File: config.mk
export PLATFORM = sky130hd
export DESIGN_NAME = dual_req_sched
export DESIGN_NICKNAME = d
export VERILOG_FILES = /design/src/rtl/dual_req_sched.sv
export SDC_FILE = /design/constraint.sdc
export NUM_CORES = 1
export LEC_CHECK = 0
export BUFFER_PORTS_ARGS = -buffer_cell sky130_fd_sc_hd__buf_2
export CAP_MARGIN = 40
export CORE_ASPECT_RATIO = 1.4
export CORE_MARGIN = 4
export CORE_UTILIZATION = 49
export CTS_CLUSTER_SIZE = 20
export DETAILED_ROUTE_END_ITERATION = 8
export PLACE_DENSITY = 0.77
export SLEW_MARGIN = 20
export SYNTH_ARGS = -nofsm -noshare
export SYNTH_HDL_FRONTEND = slang
export SYNTH_SLANG_ARGS = --single-unit
File: constraint.sdc
create_clock -name clk -period 6.57 [get_ports clk]
set_clock_uncertainty 0.2 [all_clocks]
set_input_delay 1.6425 -clock clk [delete_from_list [all_inputs] [get_ports clk]]
set_output_delay 1.6425 -clock clk [all_outputs]
set_load 0.05 [all_outputs]
File: src/rtl/dual_req_sched.sv
// Request-collection stage: sticky pending register, top-two priority codes,
// per-consumer retire on acknowledge, and saturating served/dropped counters.
//
// state | meaning
// IDLE  | no request pending
// BUSY  | at least one request pending
module dual_req_sched #(
  parameter int N_REQ = 12,
  parameter int CNT_W = 8
) (
  input  logic             clk,
  input  logic             reset,
  input  logic [N_REQ-1:0] req_in,
  input  logic             clr_all,
  input  logic             first_ack,
  input  logic             second_ack,
  output logic [N_REQ-1:0] pending,
  output logic [3:0]       first,
  output logic [3:0]       second,
  output logic             first_valid,
  output logic             second_valid,
  output logic             busy,
  output logic [CNT_W-1:0] served_cnt,
  output logic [CNT_W-1:0] drop_cnt
);

  localparam int PW = $clog2(N_REQ + 1);
  localparam logic [CNT_W:0] CNT_MAX = {1'b0, {CNT_W{1'b1}}};

  typedef enum logic {IDLE, BUSY} state_t;

  state_t           state;
  logic [N_REQ-1:0] pending_next;
  logic [N_REQ-1:0] clr_mask;
  logic [N_REQ-1:0] first_oh;
  logic [N_REQ-1:0] second_oh;
  logic [N_REQ-1:0] drop_bits;
  logic             take_first;
  logic             take_second;
  logic [1:0]       served_inc;
  logic [PW-1:0]    drop_inc;
  logic [CNT_W:0]   served_sum;
  logic [CNT_W:0]   drop_sum;
  logic [CNT_W-1:0] served_next;
  logic [CNT_W-1:0] drop_next;

  // Highest set bit wins: the loop runs upward so the last hit is the top bit.
  function automatic logic [3:0] top_code(input logic [N_REQ-1:0] v);
    logic [3:0] c;
    c = 4'd0;
    for (int i = 0; i < N_REQ; i++)
      if (v[i]) c = 4'(i + 1);
    return c;
  endfunction

  function automatic logic [N_REQ-1:0] code_onehot(input logic [3:0] c);
    logic [N_REQ-1:0] m;
    m = '0;
    for (int i = 0; i < N_REQ; i++)
      if (c == 4'(i + 1)) m[i] = 1'b1;
    return m;
  endfunction

  always_comb begin
    first        = top_code(pending);
    first_oh     = code_onehot(first);
    second       = top_code(pending & ~first_oh);
    second_oh    = code_onehot(second);
    first_valid  = (first != 4'd0);
    second_valid = (second != 4'd0);
  end

  always_comb begin
    take_first  = first_ack & first_valid;
    take_second = second_ack & second_valid;
    clr_mask    = (take_first ? first_oh : '0) | (take_second ? second_oh : '0);

    if (clr_all) pending_next = '0;
    else         pending_next = (pending & ~clr_mask) | req_in;

    // A flush discards the acks, so they are not credited as served.
    served_inc = '0;
    if (!clr_all) served_inc = {1'b0, take_first} + {1'b0, take_second};

    drop_bits = req_in & pending & ~clr_mask;
    drop_inc  = '0;
    for (int i = 0; i < N_REQ; i++)
      drop_inc = drop_inc + PW'(drop_bits[i]);

    served_sum  = {1'b0, served_cnt} + (CNT_W + 1)'(served_inc);
    drop_sum    = {1'b0, drop_cnt} + (CNT_W + 1)'(drop_inc);
    served_next = (served_sum > CNT_MAX) ? CNT_MAX[CNT_W-1:0] : served_sum[CNT_W-1:0];
    drop_next   = (drop_sum > CNT_MAX) ? CNT_MAX[CNT_W-1:0] : drop_sum[CNT_W-1:0];
  end

  always_ff @(posedge clk) begin
    if (reset) begin
      state      <= IDLE;
      pending    <= '0;
      busy       <= 1'b0;
      served_cnt <= '0;
      drop_cnt   <= '0;
    end else begin
      pending    <= pending_next;
      served_cnt <= served_next;
      drop_cnt   <= drop_next;
      case (state)
        IDLE: begin
          if (pending_next != '0) begin
            state <= BUSY;
            busy  <= 1'b1;
          end
        end
        BUSY: begin
          if (pending_next == '0) begin
            state <= IDLE;
            busy  <= 1'b0;
          end
        end
        default: begin
          state <= IDLE;
          busy  <= 1'b0;
        end
      endcase
    end
  end

endmodule

# Yosys cells after proc, flatten, opt, wreduce, memory -nomap -nowiden
# Cells that the tools add are included.
# Widths: inputs -> output; s select.
[totals]
wordCells = 123
in_bits = 17
register_bits = 30
output_inout_bits = 39
[classes]
mux = 60
n_bitwise = 11
reduce_logical = 5
n_addsub = 14
n_lt_le_gt_ge = 2
n_eq_ne = 26
[ops]
columns = ["operator", "n"]
rows = [
  ["$mux 4", 22],
  ["$and 12x12->12", 4],
  ["$eq 4x4->1 const B", 10],
  ["$mux 12", 3],
  ["$add 4x1->4", 8],
  ["$eq 4x3->1 const B", 8],
  ["$mux 1", 30],
  ["$not 12->12", 2],
  ["$or 12x12->12", 2],
  ["$gt 9x8->1 const B", 2],
  ["$eq 4x2->1 const B", 4],
  ["$mux 8", 2],
  ["$logic_not 12->1", 1],
  ["$reduce_bool 12->1", 1],
  ["$add 8x2->9", 1],
  ["$add 8x4->9", 1],
  ["$eq 4x1->1 const B", 2],
  ["$reduce_bool 4->1", 2],
  ["$add 1x1->2", 2],
  ["$add 3x1->4", 1],
  ["$pmux 1 s2", 2],
  ["$add 2x1->3", 1],
  ["$and 1x1->1", 2],
  ["$mux 2", 1],
  ["4 further kinds", 4],
]

# Longest topological paths before layout
# Gate-level depths: netlist (run 1).
[logic_depth]
word_depth = 48
ltp_mapped = 25
mapped_depth_nobuf = 23

# Worst setup path before layout (run 1)
# No wires, ideal clock.
[synth_timing]
path_type = "register -> register"
start = "reg pending[7]"
end = "reg drop_cnt[0]"
period_less_slack_ns = 6.816
path_buffers = 2
slack_ns = -0.246
arrival_time_ns = 6.484
t_required_ns = 6.238
stages_incl_launch_ff = 26
setup_ns = 0.132
cell_sequence = "dfxtp_1 > buf_6 > or4_4 > buf_6 > or3_4 > or3_4 > maj3_2 > a21boi_2 > a31oi_1 > and2_1 > fa_1 > inv_1 > fa_1 > fa_1 > inv_1 > fa_1 > fa_1 > inv_1 > fa_1 > nor2b_1 > o21ai_0 > a21oi_1 > o21ai_0 > inv_1 > nand3_1 > a21oi_1"
[synth_between]
elab_chain_cells = 41
elab_cells_between_ends = 91
classes_between = "add/sub: 12; order compare: 1; eq/ne: 24; mux: 44; bitwise: 8; reduce/logical: 2"
[synth_rtl]
columns = ["element", "line_no", "text"]
rows = [
  ["start, declared", "17", "output logic [N_REQ-1:0] pending,"],
  ["start signal, assigned", "104", "pending <= pending_next;"],
  ["$mux 4 (5 in a row)", "52", "if (v[i]) c = 4'(i + 1);"],
  ["$eq 4x1->1", "60", "if (c == 4'(i + 1)) m[i] = 1'b1;"],
  ["$mux 1", "60", ""],
  ["$not 12->12", "67", "second = top_code(pending & ~first_oh);"],
  ["$and 12x12->12", "67", ""],
  ["$mux 1", "52", ""],
  ["$mux 4 (11 in a row)", "52", ""],
  ["$eq 4x1->1 (tied with other cells)", "60", ""],
  ["[... 5 more ...]", "-", ""],
  ["$add 1x1->2", "88", "drop_inc = drop_inc + PW'(drop_bits[i]);"],
  ["$add 2x1->3", "88", ""],
  ["$add 3x1->4", "88", ""],
  ["$add 4x1->4 (7 in a row)", "88", ""],
  ["$add 4x1->4 (*)", "88", ""],
  ["$add 8x4->9 (*)", "91", "drop_sum = {1'b0, drop_cnt} + (CNT_W + 1)'(drop_inc);"],
  ["$gt 9x8->1", "93", "drop_next = (drop_sum > CNT_MAX) ? CNT_MAX[CNT_W-1:0] : drop_sum[CNT_W-1:0];"],
  ["$mux 8 (*)", "93", ""],
  ["end signal, assigned", "106", "drop_cnt <= drop_next;"],
  ["end, declared", "24", "output logic [CNT_W-1:0] drop_cnt"],
]
# Mark *: on every way between the ends. The rest lies on a longest branch, timed or not.
# A chain may end at the register's enable or synchronous reset.

# Worst setup path after layout (run 1)
[layout_timing]
start = "reg pending[7]"
end = "reg drop_cnt[6]"
# Same word-level chain as after synthesis.

==> results.txt, run 1 <==
* Total CTS buffers: 5
* Ant. Diodes: 0
- CTS placed an instance of sky130_fd_sc_hd__clkbuf_8 at the clock tree root.
- During placement, the flow inserted port buffers numbering 55.
- Counting along the longest clock path gives a buffer depth of 2.
* Number of instances on the worst hold path: 2
- Maxcap violations: 0
- Once the floorplan was initialized, standard cells occupied 51.6% of the core.
- For the worst-skew pair, the clock arrives at the later sink with an insertion delay of 0.28 ns.
- STA classifies the critical path startpoint as a flip-flop.
* Maximum number of pins on one net before global-route repair: 21
* Number of antenna violations at the first check in global routing: 0
- Combinational share of power: 44.1%
* Result of the run: finished, final reports clean
- The worst setup path is captured at a flip-flop.
* Switching Share: 42.1%
- Antenna Violating Nets Remaining: 0
* Hold WS: 0.309 ns
* Critical Path AT: 6.44 ns
* H-tree lvl count: 2
- Final Hold Viols: 0
- After synthesis, the share of flip-flops with an asynchronous set or reset is 0%.
* Number of synthesized flops with an enable pin: 0
- In this run the tightest slew margin relative to its limit is 67.8%.
- Routability-driven placement finished with a final weighted congestion of 1.08.
* Switching component of the power: 0.000273 W
- Height of the die: 90.4 microns
- Core area: 4610 sq um
- The die covers 6050 sq um.
* Half-perimeter wire length after placement: 5390 microns
- Clk network pwr share: 23.8%
- Routed via count: 2519
* Synthesized net count: 345
- Post-route clock period utilization: 98.1%
- In this run the biggest area consumer among cell types represents 25.2% of the synthesized area.
* Leftover overflow at the end of global routing: 0
- After detailed routing, the number of vias per cell comes to 5.78.
* Cts hold-fix bufs: 0
- The final-report max-slew violation count came to 0.
- Fraction of layout cells with a size suffix above 1: 32.1%
- For this block, the initial DRC count from the detailed router was 300.
- Synth Instances: 305
* Depth of the most critical reg-to-reg path: 23
- Crit path cell chain: or4_4 -> or3_4 -> or3_4 -> maj3_2 -> a21boi_2 -> a31oi_2 -> and2_4 -> fa_1 -> inv_1 -> fa_1 -> fa_1 -> inv_1 -> fa_1 -> fa_2 -> inv_1 -> fa_2 -> nor2b_2 -> o21ai_2 -> a21oi_2 -> o21ai_2 -> inv_2 -> nor2_1 -> a211oi_2
- The worst setup path is of the reg2reg kind.
- Capture instance of the worst register-to-register path: drop_cnt[6]$_SDFF_PP0_
* Cell Area, Synth: 2380 sq um
- Detailed Route WL: 6970 microns
* Area growth, synth to finish: 25.2%
* Final worst path period need: 6.44 ns
- Sequential group share of total power: 32.1%
* Maximum vdd ir drop: 0.175 mV
* CP dominant cell by count: sky130_fd_sc_hd__fa_1
- Dividing the synthesized area by the synthesized cell count gives 7.80 sq um.
- Power density over cell area: 218 nW/um^2
* Final setup viols: 0
* Most area-hungry cell type in the Yosys netlist: sky130_fd_sc_hd__dfxtp_1
- Min-Delay Path Class: reg2reg
* Transition time at the pin with the least slew margin: 0.471 ns
- The via count of the first global-routing pass is 2453.
* Proportion of synthesized chip area in sequential cells: 25.2%
- Global routing consumed, over all layers together, 23.3% of the routing resources.
* Worst Hold Endpoint: busy$_SDFFE_PP0P_
* Internal power contribution: 0.000376 W
- The first detailed-routing pass ran for 5 iterations.
- Main flop type after synthesis: sky130_fd_sc_hd__dfxtp_1
- Setup slack on the worst reg-to-reg path comes out at 0.13 ns.
- Reg-to-reg startpoint: pending[7]$_SDFF_PP0_
- Maximum clock rate: 155 MHz
- Horizontal extent of the die: 66.9 microns
* Clock sink total: 30
- Pleak: 1.40 nW
- Clock slew at reported path FFs: 0.07 ns
- Count of cell types in the netlist: 55
* Global-route wire length before repair: 11000 microns
* Worst Hold Launch: busy$_SDFFE_PP0P_
- In the routed design, unresolved DRC markers number 0.
* Worst-path maximum fanout: 4
- Top Ports: 56
* Longest individual stage delay on the worst path: 0.55 ns
* Site Rows: 29
- Layout Cells excl Fill: 436
- Cells after DPL: 428
- Counting flops and latches in the post-synthesis netlist gives 30.
- Nets: 413
* Routed length per instance: 16.0 microns
- Data on the critical path is required at its endpoint by 6.56 ns.
* Total of warnings raised by yosys: 0
* Largest cells by area after synthesis: sky130_fd_sc_hd__dfxtp_1 (25%), sky130_fd_sc_hd__fa_1 (7.6%), sky130_fd_sc_hd__ha_1 (7.4%), sky130_fd_sc_hd__nor2_1 (7.3%), sky130_fd_sc_hd__a21oi_1 (5.9%)
- CTS tree: yes
- Slowest CP cell: sky130_fd_sc_hd__or4_4
* Setup fix buffers added after clock tree synthesis: 0
worst max path at each step:
stage	start	end	slack, ns
5_1_grt	pending[7]$_SDFF_PP0_	drop_cnt[4]$_SDFF_PP0_	-0.03
6_report	pending[7]$_SDFF_PP0_	drop_cnt[6]$_SDFF_PP0_	0.13
3_5_place_dp	second_ack	drop_cnt[3]$_SDFF_PP0_	-0.16
3_3_place_gp	second_ack	drop_cnt[0]$_SDFF_PP0_	-0.02
4_1_cts	pending[7]$_SDFF_PP0_	drop_cnt[1]$_SDFF_PP0_	0.03
2_1_floorplan	pending[7]$_SDFF_PP0_	drop_cnt[0]$_SDFF_PP0_	0.0006
logic make-up after synthesis:
logic type                 synth area share, %
and+or+nand+nor                           29.1
AOI/OAI and AO/OA                         21.4
buffers and inverters                     5.84
DFF                                       25.3
adders and majority gates                 15.8
xor gates and xnor gates                  2.21
muxes                                    0.421
through the flow:
step / utilization (%) / setup slack (ns) / setup TNS [ns] / total power, W / cell area, sq um
after global placement: 61.1 / -0.0202 / -0.0973 / 0.000484 / 2820
after global routing: 64.6 / -0.0341 / -0.0900 / 0.000687 / 2980
final: 64.6 / 0.126 / 0 / 0.000649 / 2980
after detailed placement: 61.1 / -0.159 / -1.12 / 0.000490 / 2820
after CTS: 63.3 / 0.0331 / 0 / 0.000645 / 2920
after floorplan: - / 0.000567 / 0 / 0.000414 / 2390
metal layers:
| metal | routed length, microns | track usage [%] | vias up |
|---|---|---|---|
| met2 | 3560 | 40.1 | 134 |
| met4 | 385 | 15.4 | 0 |
| met5 | 0 | 0 | - |
| met3 | 531 | 3.74 | 30 |
| li1 | - | - | 1218 |
| met1 | 2500 | 25.4 | 1137 |
Yosys cell counts, types with 5 or more instances:
master                     count
sky130_fd_sc_hd__nand3_1       9
sky130_fd_sc_hd__nor2_1       46
sky130_fd_sc_hd__nand2_1      13
sky130_fd_sc_hd__dfxtp_1      30
sky130_fd_sc_hd__o21ai_0      19
sky130_fd_sc_hd__or2_2         6
sky130_fd_sc_hd__nor2b_1       9
sky130_fd_sc_hd__a21oi_1      28
sky130_fd_sc_hd__xor2_1        6
sky130_fd_sc_hd__and2_1        5
sky130_fd_sc_hd__fa_1          9
sky130_fd_sc_hd__nor3_1       10
sky130_fd_sc_hd__nand2b_1      5
sky130_fd_sc_hd__clkbuf_1     10
sky130_fd_sc_hd__inv_1        21
sky130_fd_sc_hd__ha_1         14
cell type report:
type                    instances  area, sq um
multi-input cells             242         1710
fillers                       426         1630
flip-flops and latches         30          607
repair buffers                 73          410
clock buffers                   6         82.6
inverters                      21         78.8
well taps                      62         77.6
clock inverters                 2         11.3
placed cells by master, fill, tap and decap left out, types with 3 or more instances in the layout:
| cell type | n |
|---|---|
| sky130_fd_sc_hd__or2_2 | 6 |
| sky130_fd_sc_hd__a21oi_2 | 6 |
| sky130_fd_sc_hd__ha_1 | 14 |
| sky130_fd_sc_hd__nor2_1 | 46 |
| sky130_fd_sc_hd__a21oi_1 | 22 |
| sky130_fd_sc_hd__and2_1 | 4 |
| sky130_fd_sc_hd__o21ai_0 | 17 |
| sky130_fd_sc_hd__nor2b_1 | 8 |
| sky130_fd_sc_hd__and4_1 | 3 |
| sky130_fd_sc_hd__fa_1 | 7 |
| sky130_fd_sc_hd__nand2_1 | 13 |
| sky130_fd_sc_hd__nor3_1 | 10 |
| sky130_fd_sc_hd__nor3b_1 | 3 |
| sky130_fd_sc_hd__clkbuf_8 | 6 |
| sky130_fd_sc_hd__dfxtp_1 | 27 |
| sky130_fd_sc_hd__buf_4 | 18 |
| sky130_fd_sc_hd__nor4_1 | 3 |
| sky130_fd_sc_hd__nand3_1 | 8 |
| sky130_fd_sc_hd__o31ai_1 | 4 |
| sky130_fd_sc_hd__xor2_1 | 6 |
| sky130_fd_sc_hd__inv_1 | 20 |
| sky130_fd_sc_hd__o21bai_1 | 3 |
| sky130_fd_sc_hd__nand2b_1 | 5 |
| sky130_fd_sc_hd__buf_2 | 55 |
power by group through the flow:
stage | sequential [W] | clock, W | combinational [W]
6_report | 0.000208 | 0.000154 | 0.000286
3_3_place_gp | 0.000212 | 0 | 0.000272
3_5_place_dp | 0.000212 | 0 | 0.000278
4_1_cts | 0.000208 | 0.000158 | 0.000279
2_1_floorplan | 0.000255 | 0 | 0.000159
5_1_grt | 0.000210 | 0.000167 | 0.000311
flip-flops by register name (all words and copies together) (netlist names):
| register | count |
|---|---|
| served_cnt | 8 |
| busy | 1 |
| drop_cnt | 8 |
| state | 1 |
| pending | 12 |
worst max-delay path: cells and delay by family, from the launching register on:
kind	cells	cell delay, ns
flip-flops	1	0.34
buffers and inverters	4	0.28
adder cells (fa/ha/maj)	7	2.93
AO/OA/AOI/OAI	6	0.94
AND/OR/NAND/NOR	6	1.66
what timing repair did:
| item | 4_1_cts | 5_1_grt |
|---|---|---|
| pin swaps | 4 | 15 |
| gates resized for setup | 2 | 17 |
| setup endpoints to repair | 7 | 8 |
| hold endpoints to repair | 0 | 0 |
No activity file was read; power rests on OpenSTA's default activity.
==> run 2: changes to the inputs <==
Settings changed: CORE_ASPECT_RATIO 1.4 to 1.5.
==> run 2 against run 1 <==
- non-clock buffer count up 2
- wire length up 2.7%
- critical path depth unchanged
- cell count up 0.92%
- worst hold slack worse by 0.017 ns
- register-to-register slack better by 0.04 ns
- critical endpoint is now drop_cnt[2]$_SDFF_PP0_
- clock-buffer cell count unchanged
- via count up 0.60%
- final area down 0.13%
- first-iteration DRC count down 36%
- sequential power about the same
==> results.txt, run 2 (same netlist as run 1, synthesis figures left out) <==
- Clock tree synthesis selected as its root buffer the cell sky130_fd_sc_hd__clkbuf_8.
* Pleak: 1.40 nW (+0.42%)
- Most common cell after layout, fill and taps aside: sky130_fd_sc_hd__buf_2
- Area of all placed cells without fillers: 2970 sq um (-0.13%)
- Final estimated routing congestion in global placement: 1.02 (-5.5%)
* Global-route wire length before repair: 11200 microns (+1.6%)
- The number of filler cells placed in the layout came to 416 (-2.3%).
* Height of the die: 93.3 microns (+3.2%)
- Registers with the highest flip-flop counts: pending (12), drop_cnt (8), served_cnt (8)
- Nets: 415 (+0.48%)
- The remaining antenna violation count after routing is 0 (unchanged).
- The number of levels the H-tree was split into is 2 (unchanged).
- The initial antenna violation count was 0 (unchanged).
- The count of vias placed by the detailed router was 2534 (+0.60%).
- The wire length after detailed routing was 7160 microns (+2.7%).
- The floorplan die width came to 64.9 microns (-3.0%).
- The path class of the tightest hold or removal check is reg2reg.
- The minimum period implied by the final worst setup slack came to 6.41 ns (-0.0361 ns).
- Vias in the first global route: 2436 (-0.69%)
- The worst setup path is captured at a flip-flop.
- The cell-internal power was 0.000377 W (+0.20%).
- The upper clock frequency limit is 156 MHz (+0.56%).
* Initial DRT Pass Iterations: 4 (-1)
- Clock latency of the later-clocked register in the worst-skew pair: 0.28 ns (about the same)
- The number of setup violations in the final report was 0 (unchanged).
* Clock sink total: 30 (unchanged)
- Longest individual stage delay on the worst path: 0.55 ns (about the same)
- The critical-path maximum fanout was 6 (+2).
- The final hold violation count is 0 (unchanged).
- Initial cell density of the core: 51.5% (-0.098 points)
- Walking the worst path, the cells encountered are or4_4 -> or3_4 -> or3_4 -> maj3_2 -> a21boi_2 -> a31oi_2 -> and2_1 -> fa_1 -> inv_1 -> fa_1 -> fa_1 -> inv_1 -> fa_1 -> fa_2 -> inv_1 -> fa_2 -> nor2b_2 -> o21ai_2 -> a21oi_2 -> o21ai_2 -> inv_2 -> nand3_4 -> a21oi_1.
- Required @ worst endpoint: 6.52 ns (-0.04 ns)
* Core area: 4620 sq um (+0.19%)
- The cell area power density is 219 nW/um^2 (+0.36%).
* Number of buffers added on ports: 55 (unchanged)
* CTS tree: yes
- Half-perimeter wire length after placement: 5600 microns (+3.9%)
* Total routing resource utilization after global routing: 23.7% (+0.35 points)
- Post-route clock period utilization: 97.5% (-0.55 points)
- DIE AREA: 6060 sq um (+0.12%)
- Number of DRC violations after detailed routing: 0 (unchanged)
- STA classifies the critical path startpoint as a flip-flop.
- Maxcap violations: 0 (unchanged)
- In the layout the commonest cells are sky130_fd_sc_hd__buf_2 (55), sky130_fd_sc_hd__nor2_1 (46), sky130_fd_sc_hd__dfxtp_1 (27).
* Iter 0 DRT Violations: 192 (-36%)
- Cts hold-fix bufs: 0 (unchanged)
* Leftover overflow at the end of global routing: 0 (unchanged)
* Pins over their slew limit: 0 (unchanged)
- Clk network pwr share: 23.9% (about the same)
* Largest register FFs: 12 (unchanged)
- The number of cells in the finished layout apart from fillers came to 440 (+0.92%).
- The worst supply voltage drop on vdd is 0.189 mV (+7.7%).
* Headroom to the max-slew limit: 63.8% (-3.9 points)
- Placed Area: 2830 sq um (+0.36%)
- Combinational share of power: 44.1% (about the same)
- Buffer levels on the longest clock path: 2 (unchanged)
* Routed length per instance: 16.3 microns (+1.8%)
- Cells after DPL: 431 (+0.70%)
- Sequential group share of total power: 32.0% (about the same)
- Clock slew at reported path FFs: 0.07 ns (about the same)
- Slowest CP cell: sky130_fd_sc_hd__fa_1
- Area growth, synth to finish: 25.0%
- The number of cells on the worst reg-to-reg path is 23 (unchanged).
* Top Ports: 56 (unchanged)
- The register with the most flip-flops in the final layout is pending.
- Switching component of the power: 0.000274 W (+0.27%)
* Detailed-route vias per instance: 5.76 (-0.32%)
- The number of cell rows is 30 (+3.4%).
- The worst setup path is of the reg2reg kind.
* Result of the run: finished, final reports clean
- Ant. Diodes: 0 (unchanged)
- Switching Share: 42.1% (about the same)
- Counting stages on the worst path, the most repeated cell is sky130_fd_sc_hd__fa_1.
- Worst setup slack for register-to-register paths: 0.16 ns (+0.04 ns)
- The share of layout cells above drive strength 1 was 31.1% (-0.97 points).
- Transition time at the pin with the least slew margin: 0.538 ns (+0.0668 ns)
* Number of instances on the worst hold path: 2 (unchanged)
- Critical Path AT: 6.36 ns (-0.08 ns)
- Total CTS buffers: 5 (unchanged)
* Maximum number of pins on one net before global-route repair: 21 (unchanged)
==> run 2: cell types whose count changed in the layout (fill, tap and decap cells not counted) <==
cell	previous run	this run
sky130_fd_sc_hd__a211oi_1	2	3
sky130_fd_sc_hd__a21oi_2	6	4
sky130_fd_sc_hd__and2_4	2	1
sky130_fd_sc_hd__nor4_2	2	1
sky130_fd_sc_hd__a21oi_1	22	24
sky130_fd_sc_hd__buf_4	18	20
sky130_fd_sc_hd__a211oi_2	1	0
sky130_fd_sc_hd__and2_1	4	5
sky130_fd_sc_hd__nor4_1	3	4
==> run 2: layout make-up <==
class | count | area, sq um | share of cell area [%]
Clock buffer | 6 | 82.6 | 2.78
Multi-Input combinational cell | 242 | 1690 | 56.8
Tap cell | 64 | 80.1 | 2.69
Timing Repair Buffer | 75 | 425 | 14.3
Sequential cell | 30 | 607 | 20.4
Inverter | 21 | 78.8 | 2.65
Clock inverter | 2 | 11.3 | 0.379
==> run 2: final timing paths <==
kind / from / to
setup / recovery: pending[7]$_SDFF_PP0_ / drop_cnt[2]$_SDFF_PP0_
hold / removal: busy$_SDFFE_PP0P_ / busy$_SDFFE_PP0P_
setup reg to reg: pending[7]$_SDFF_PP0_ / drop_cnt[2]$_SDFF_PP0_
hold reg to reg: busy$_SDFFE_PP0P_ / busy$_SDFFE_PP0P_
==> run 2: metrics by stage <==
stage | setup TNS, ns | hold WS (ns) | util [%] | worst slack [ns] | total power [W]
2_1_floorplan | 0 | 0.315 | - | 0.000567 | 0.000414
3_3_place_gp | -0.301 | 0.270 | 61.2 | -0.0532 | 0.000485
3_5_place_dp | -1.36 | 0.282 | 61.2 | -0.193 | 0.000491
4_1_cts | 0 | 0.300 | 63.4 | 0.00206 | 0.000648
5_1_grt | -0.154 | 0.318 | 64.4 | -0.0484 | 0.000686
6_report | 0 | 0.291 | 64.4 | 0.162 | 0.000650
==> run 2: layer usage <==
layer	vias to the layer above	GRT usage [%]	share of wire, %
li1	1220	-	-
met1	1194	25.3	37
met2	96	44.0	54
met3	24	2.76	4.8
met4	0	13.1	4.4
met5	-	0	0
==> run 2: power by group through the flow <==
stage | registers (W) | logic [W] | clock network, W
after floorplan | 0.000255 | 0.000159 | 0
after global placement | 0.000212 | 0.000274 | 0
after detailed placement | 0.000212 | 0.000278 | 0
after CTS | 0.000208 | 0.000282 | 0.000158
after global routing | 0.000210 | 0.000311 | 0.000165
final | 0.000208 | 0.000287 | 0.000155
==> run 2: repair_timing <==
item,in CTS,in global routing
gates resized for setup,1,13
setup endpoints to repair,6,8
pin swaps,1,6
cloned,0,0
setup buffers,0,1
==> run 2: worst max-delay path, delay by kind of cell, from the launching register on <==
kind	cells	cell delay, ns
AOI/OAI and AO/OA	6	0.88
adders and majority gates	7	2.97
buffers and inverters	4	0.27
DFF	1	0.34
and+or+nand+nor	6	1.63
==> run 3: changes to the inputs <==
--- a/config.mk
+++ b/config.mk
@@ -8,5 +8,5 @@
 export BUFFER_PORTS_ARGS = -buffer_cell sky130_fd_sc_hd__buf_2
 export CAP_MARGIN = 40
-export CORE_ASPECT_RATIO = 1.5
+export CORE_ASPECT_RATIO = 1.4
 export CORE_MARGIN = 4
 export CORE_UTILIZATION = 49
--- a/constraint.sdc
+++ b/constraint.sdc
@@ -3,3 +3,3 @@
 set_input_delay 1.6425 -clock clk [delete_from_list [all_inputs] [get_ports clk]]
 set_output_delay 1.6425 -clock clk [all_outputs]
-set_load 0.05 [all_outputs]
+set_load 0.02 [all_outputs]
==> run 3 against run 2 <==
- first-iteration DRC count increased by 20%
- final area shrank 0.67%
- critical path type is now in2reg
- worst setup slack better by 0.027 ns
- die area shrank 0.12%
- flip-flop and latch count stayed put
- global-route usage decreased by 0.46 points
- register-to-register slack gained 0.06 ns
- utilization is 0.31 points lower
- wire length shrank 5.2%
- largest power group unchanged
==> results.txt, run 3 (same netlist as run 1, synthesis figures left out) <==
- Initial DRT Pass Iterations: 4 (unchanged)
* Most common cell after layout, fill and taps aside: sky130_fd_sc_hd__buf_2
- The critical path in this run is classified as in2reg.
- Util after Layout: 64.1% (-0.31 points)
* Result of the run: finished, final reports clean
* Detailed-route vias per instance: 5.77 (+0.25%)
* Horizontal extent of the die: 66.9 microns (+3.1%)
* Number of buffers added on ports: 55 (unchanged)
- The hold slack came to 0.278 ns (-0.0127 ns).
* Area of all sequential standard cells: 601 sq um (-1.0%)
- The detailed router's first-iteration violation count came to 230 (+20%).
- pending holds more flip-flops than any other register.
* Root Driver: sky130_fd_sc_hd__clkbuf_8
- The TritonCTS buffer count was 5 (unchanged).
* Final worst path period need: 6.38 ns (-0.0271 ns)
- The upper clock frequency limit came to 157 MHz (+0.42%).
- Core area: 4610 sq um (-0.19%)
- Leading cell types in the layout, fill and taps excluded: sky130_fd_sc_hd__buf_2 (55), sky130_fd_sc_hd__nor2_1 (46), sky130_fd_sc_hd__dfxtp_1 (30)
* Fillers: 438 (+5.3%)
- The worst supply voltage drop on vdd is 0.239 mV (+26%).
- The clock-pin slew on the worst setup and hold paths came to 0.06 ns (about the same).
- Routed length per instance: 15.5 microns (-4.6%)
- Global-route wire length before repair: 11000 microns (-2.0%)
* Pins over their slew limit: 0 (unchanged)
- The flop-to-flop setup slack came to 0.22 ns (+0.06 ns).
- Relative to the synthesized area, the layout overhead comes to 24.2%.
- Final setup viols: 0 (unchanged)
* Total routing resource utilization after global routing: 23.2% (-0.46 points)
* Vias in the first global route: 2501 (+2.7%)
* H-tree lvl count: 2 (unchanged)
* Min-Delay Path Class: reg2reg
- The largest registers in the layout are pending (12), drop_cnt (8), served_cnt (8).
* Headroom to the max-slew limit: 57.1% (-6.7 points)
- The maximum root-to-sink buffer count was 2 (unchanged).
- Clock latency of the later-clocked register in the worst-skew pair: 0.28 ns (about the same)
- The least setup slack across all paths after layout is 0.189 ns (+0.0271 ns).
- TritonCTS built the clock tree.
- The slew at the pin closest to its max-slew limit was 0.638 ns (+0.0994 ns).
* Detailed Route WL: 6780 microns (-5.2%)
- Post-route clock period utilization: 97.1% (-0.41 points)
- Leftover overflow at the end of global routing: 0 (unchanged)
* Cts hold-fix bufs: 0 (unchanged)
- Number of DRC violations after detailed routing: 0 (unchanged)
- The number of max-cap violations came to 0 (unchanged).
* Critical path capture point type: flip-flop
* Final Hold Viols: 0 (unchanged)
- The pin count of the biggest net entering global routing is 21 (unchanged).
* Nets: 414 (-0.24%)
- Routed via count: 2523 (-0.43%)
* Number of antenna violations at the first check in global routing: 0 (unchanged)
- The final HPWL from detailed placement came to 5440 microns (-2.8%).
* Initial cell density of the core: 51.6% (+0.098 points)
- Worst-path maximum fanout: 6 (unchanged)
- Required @ worst endpoint: 6.59 ns (+0.07 ns)
- Site Rows: 29 (-3.3%)
* Largest register FFs: 12 (unchanged)
* Post-placement worst setup slack: -0.175 ns (+0.0180 ns)
- The remaining antenna violation count after routing was 0 (unchanged).
- The routability-driven placement congestion ratio is 1.00 (-2.2%).
- Fraction of layout cells with a size suffix above 1: 29.6% (-1.5 points)
- Critical Path Start Type: input port
- Power density over cell area: 201 nW/um^2 (-8.0%)
- The area used by multi-input combinational logic is 1680 sq um (-0.30%).
- Pleak: 1.39 nW (-0.84%)
- The die height came to 90.4 microns (-3.1%).
* Critical Path AT: 6.40 ns (+0.04 ns)
* Ant. Diodes: 0 (unchanged)
* DIE AREA: 6050 sq um (-0.12%)
* Clock sink total: 30 (unchanged)
- The number of placed I/O pins was 56 (unchanged).
## run 3: final timing paths
path                              start                     end  cells after the start
setup / recovery             second_ack  drop_cnt[1]$_SDFF_PP0_                     21
hold / removal        busy$_SDFFE_PP0P_       busy$_SDFFE_PP0P_                      2
setup reg to reg  pending[7]$_SDFF_PP0_  drop_cnt[1]$_SDFF_PP0_                     23
hold reg to reg       busy$_SDFFE_PP0P_       busy$_SDFFE_PP0P_                      2
## run 3: critical path: stages
cell and delay, ns:
sky130_fd_sc_hd__buf_2 0.09, sky130_fd_sc_hd__o21ai_0 0.10, sky130_fd_sc_hd__nor2_1 0.23, sky130_fd_sc_hd__or3b_2 0.48, sky130_fd_sc_hd__nand2b_1 0.16, sky130_fd_sc_hd__nand3_1 0.10, sky130_fd_sc_hd__fa_1 0.44, sky130_fd_sc_hd__fa_1 0.52
sky130_fd_sc_hd__fa_1 0.55, sky130_fd_sc_hd__inv_1 0.05, sky130_fd_sc_hd__fa_1 0.54, sky130_fd_sc_hd__fa_2 0.21, sky130_fd_sc_hd__inv_1 0.05, sky130_fd_sc_hd__fa_1 0.38, sky130_fd_sc_hd__nor2b_1 0.17, sky130_fd_sc_hd__o21ai_2 0.09
sky130_fd_sc_hd__a21oi_2 0.16, sky130_fd_sc_hd__o21ai_2 0.09, sky130_fd_sc_hd__inv_2 0.09, sky130_fd_sc_hd__nand3_4 0.11, sky130_fd_sc_hd__a21oi_1 0.16
## run 3: power breakdown
group / leakage (nW) / internal (W) / switching, W / total, W
registers: 0.245 / 0.000196 / 0.0000120 / 0.000208
clock network: 0.0472 / 0.0000841 / 0.0000723 / 0.000156
logic: 1.10 / 0.0000938 / 0.000137 / 0.000231
## run 3: layout make-up
| type | count | area share (%) |
|---|---|---|
| multi-input cells | 242 | 57.0 |
| flip-flops and latches | 30 | 20.3 |
| repair buffers | 74 | 14.1 |
| clock buffers | 6 | 2.80 |
| inverters | 21 | 2.67 |
| well taps | 62 | 2.63 |
| clock inverters | 2 | 0.424 |
## run 3: what timing repair did
item                                    CTS  global route
setup buffers                             0             1
hold endpoints to repair                  0             0
endpoints found under the setup margin    0             8
gates resized for setup                   0            12
## run 3: routing by layer
metal	vias up	GRT usage, %	part of all wire [%]
met5	-	0	0
met4	0	13.7	5.0
met3	24	4.11	6.5
met2	101	41.4	52
met1	1182	24.4	36
li1	1216	-	-
## run 3: through the flow
stage	cell area [sq um]	setup TNS, ns	power (W)	instances
after global placement	2810	-0.328	0.000432	428
after detailed placement	2810	-1.20	0.000435	428
final	2950	0	0.000595	437
after CTS	2910	0	0.000594	436
after global routing	2950	-0.0988	0.000632	437
after floorplan	2380	0	0.000364	305
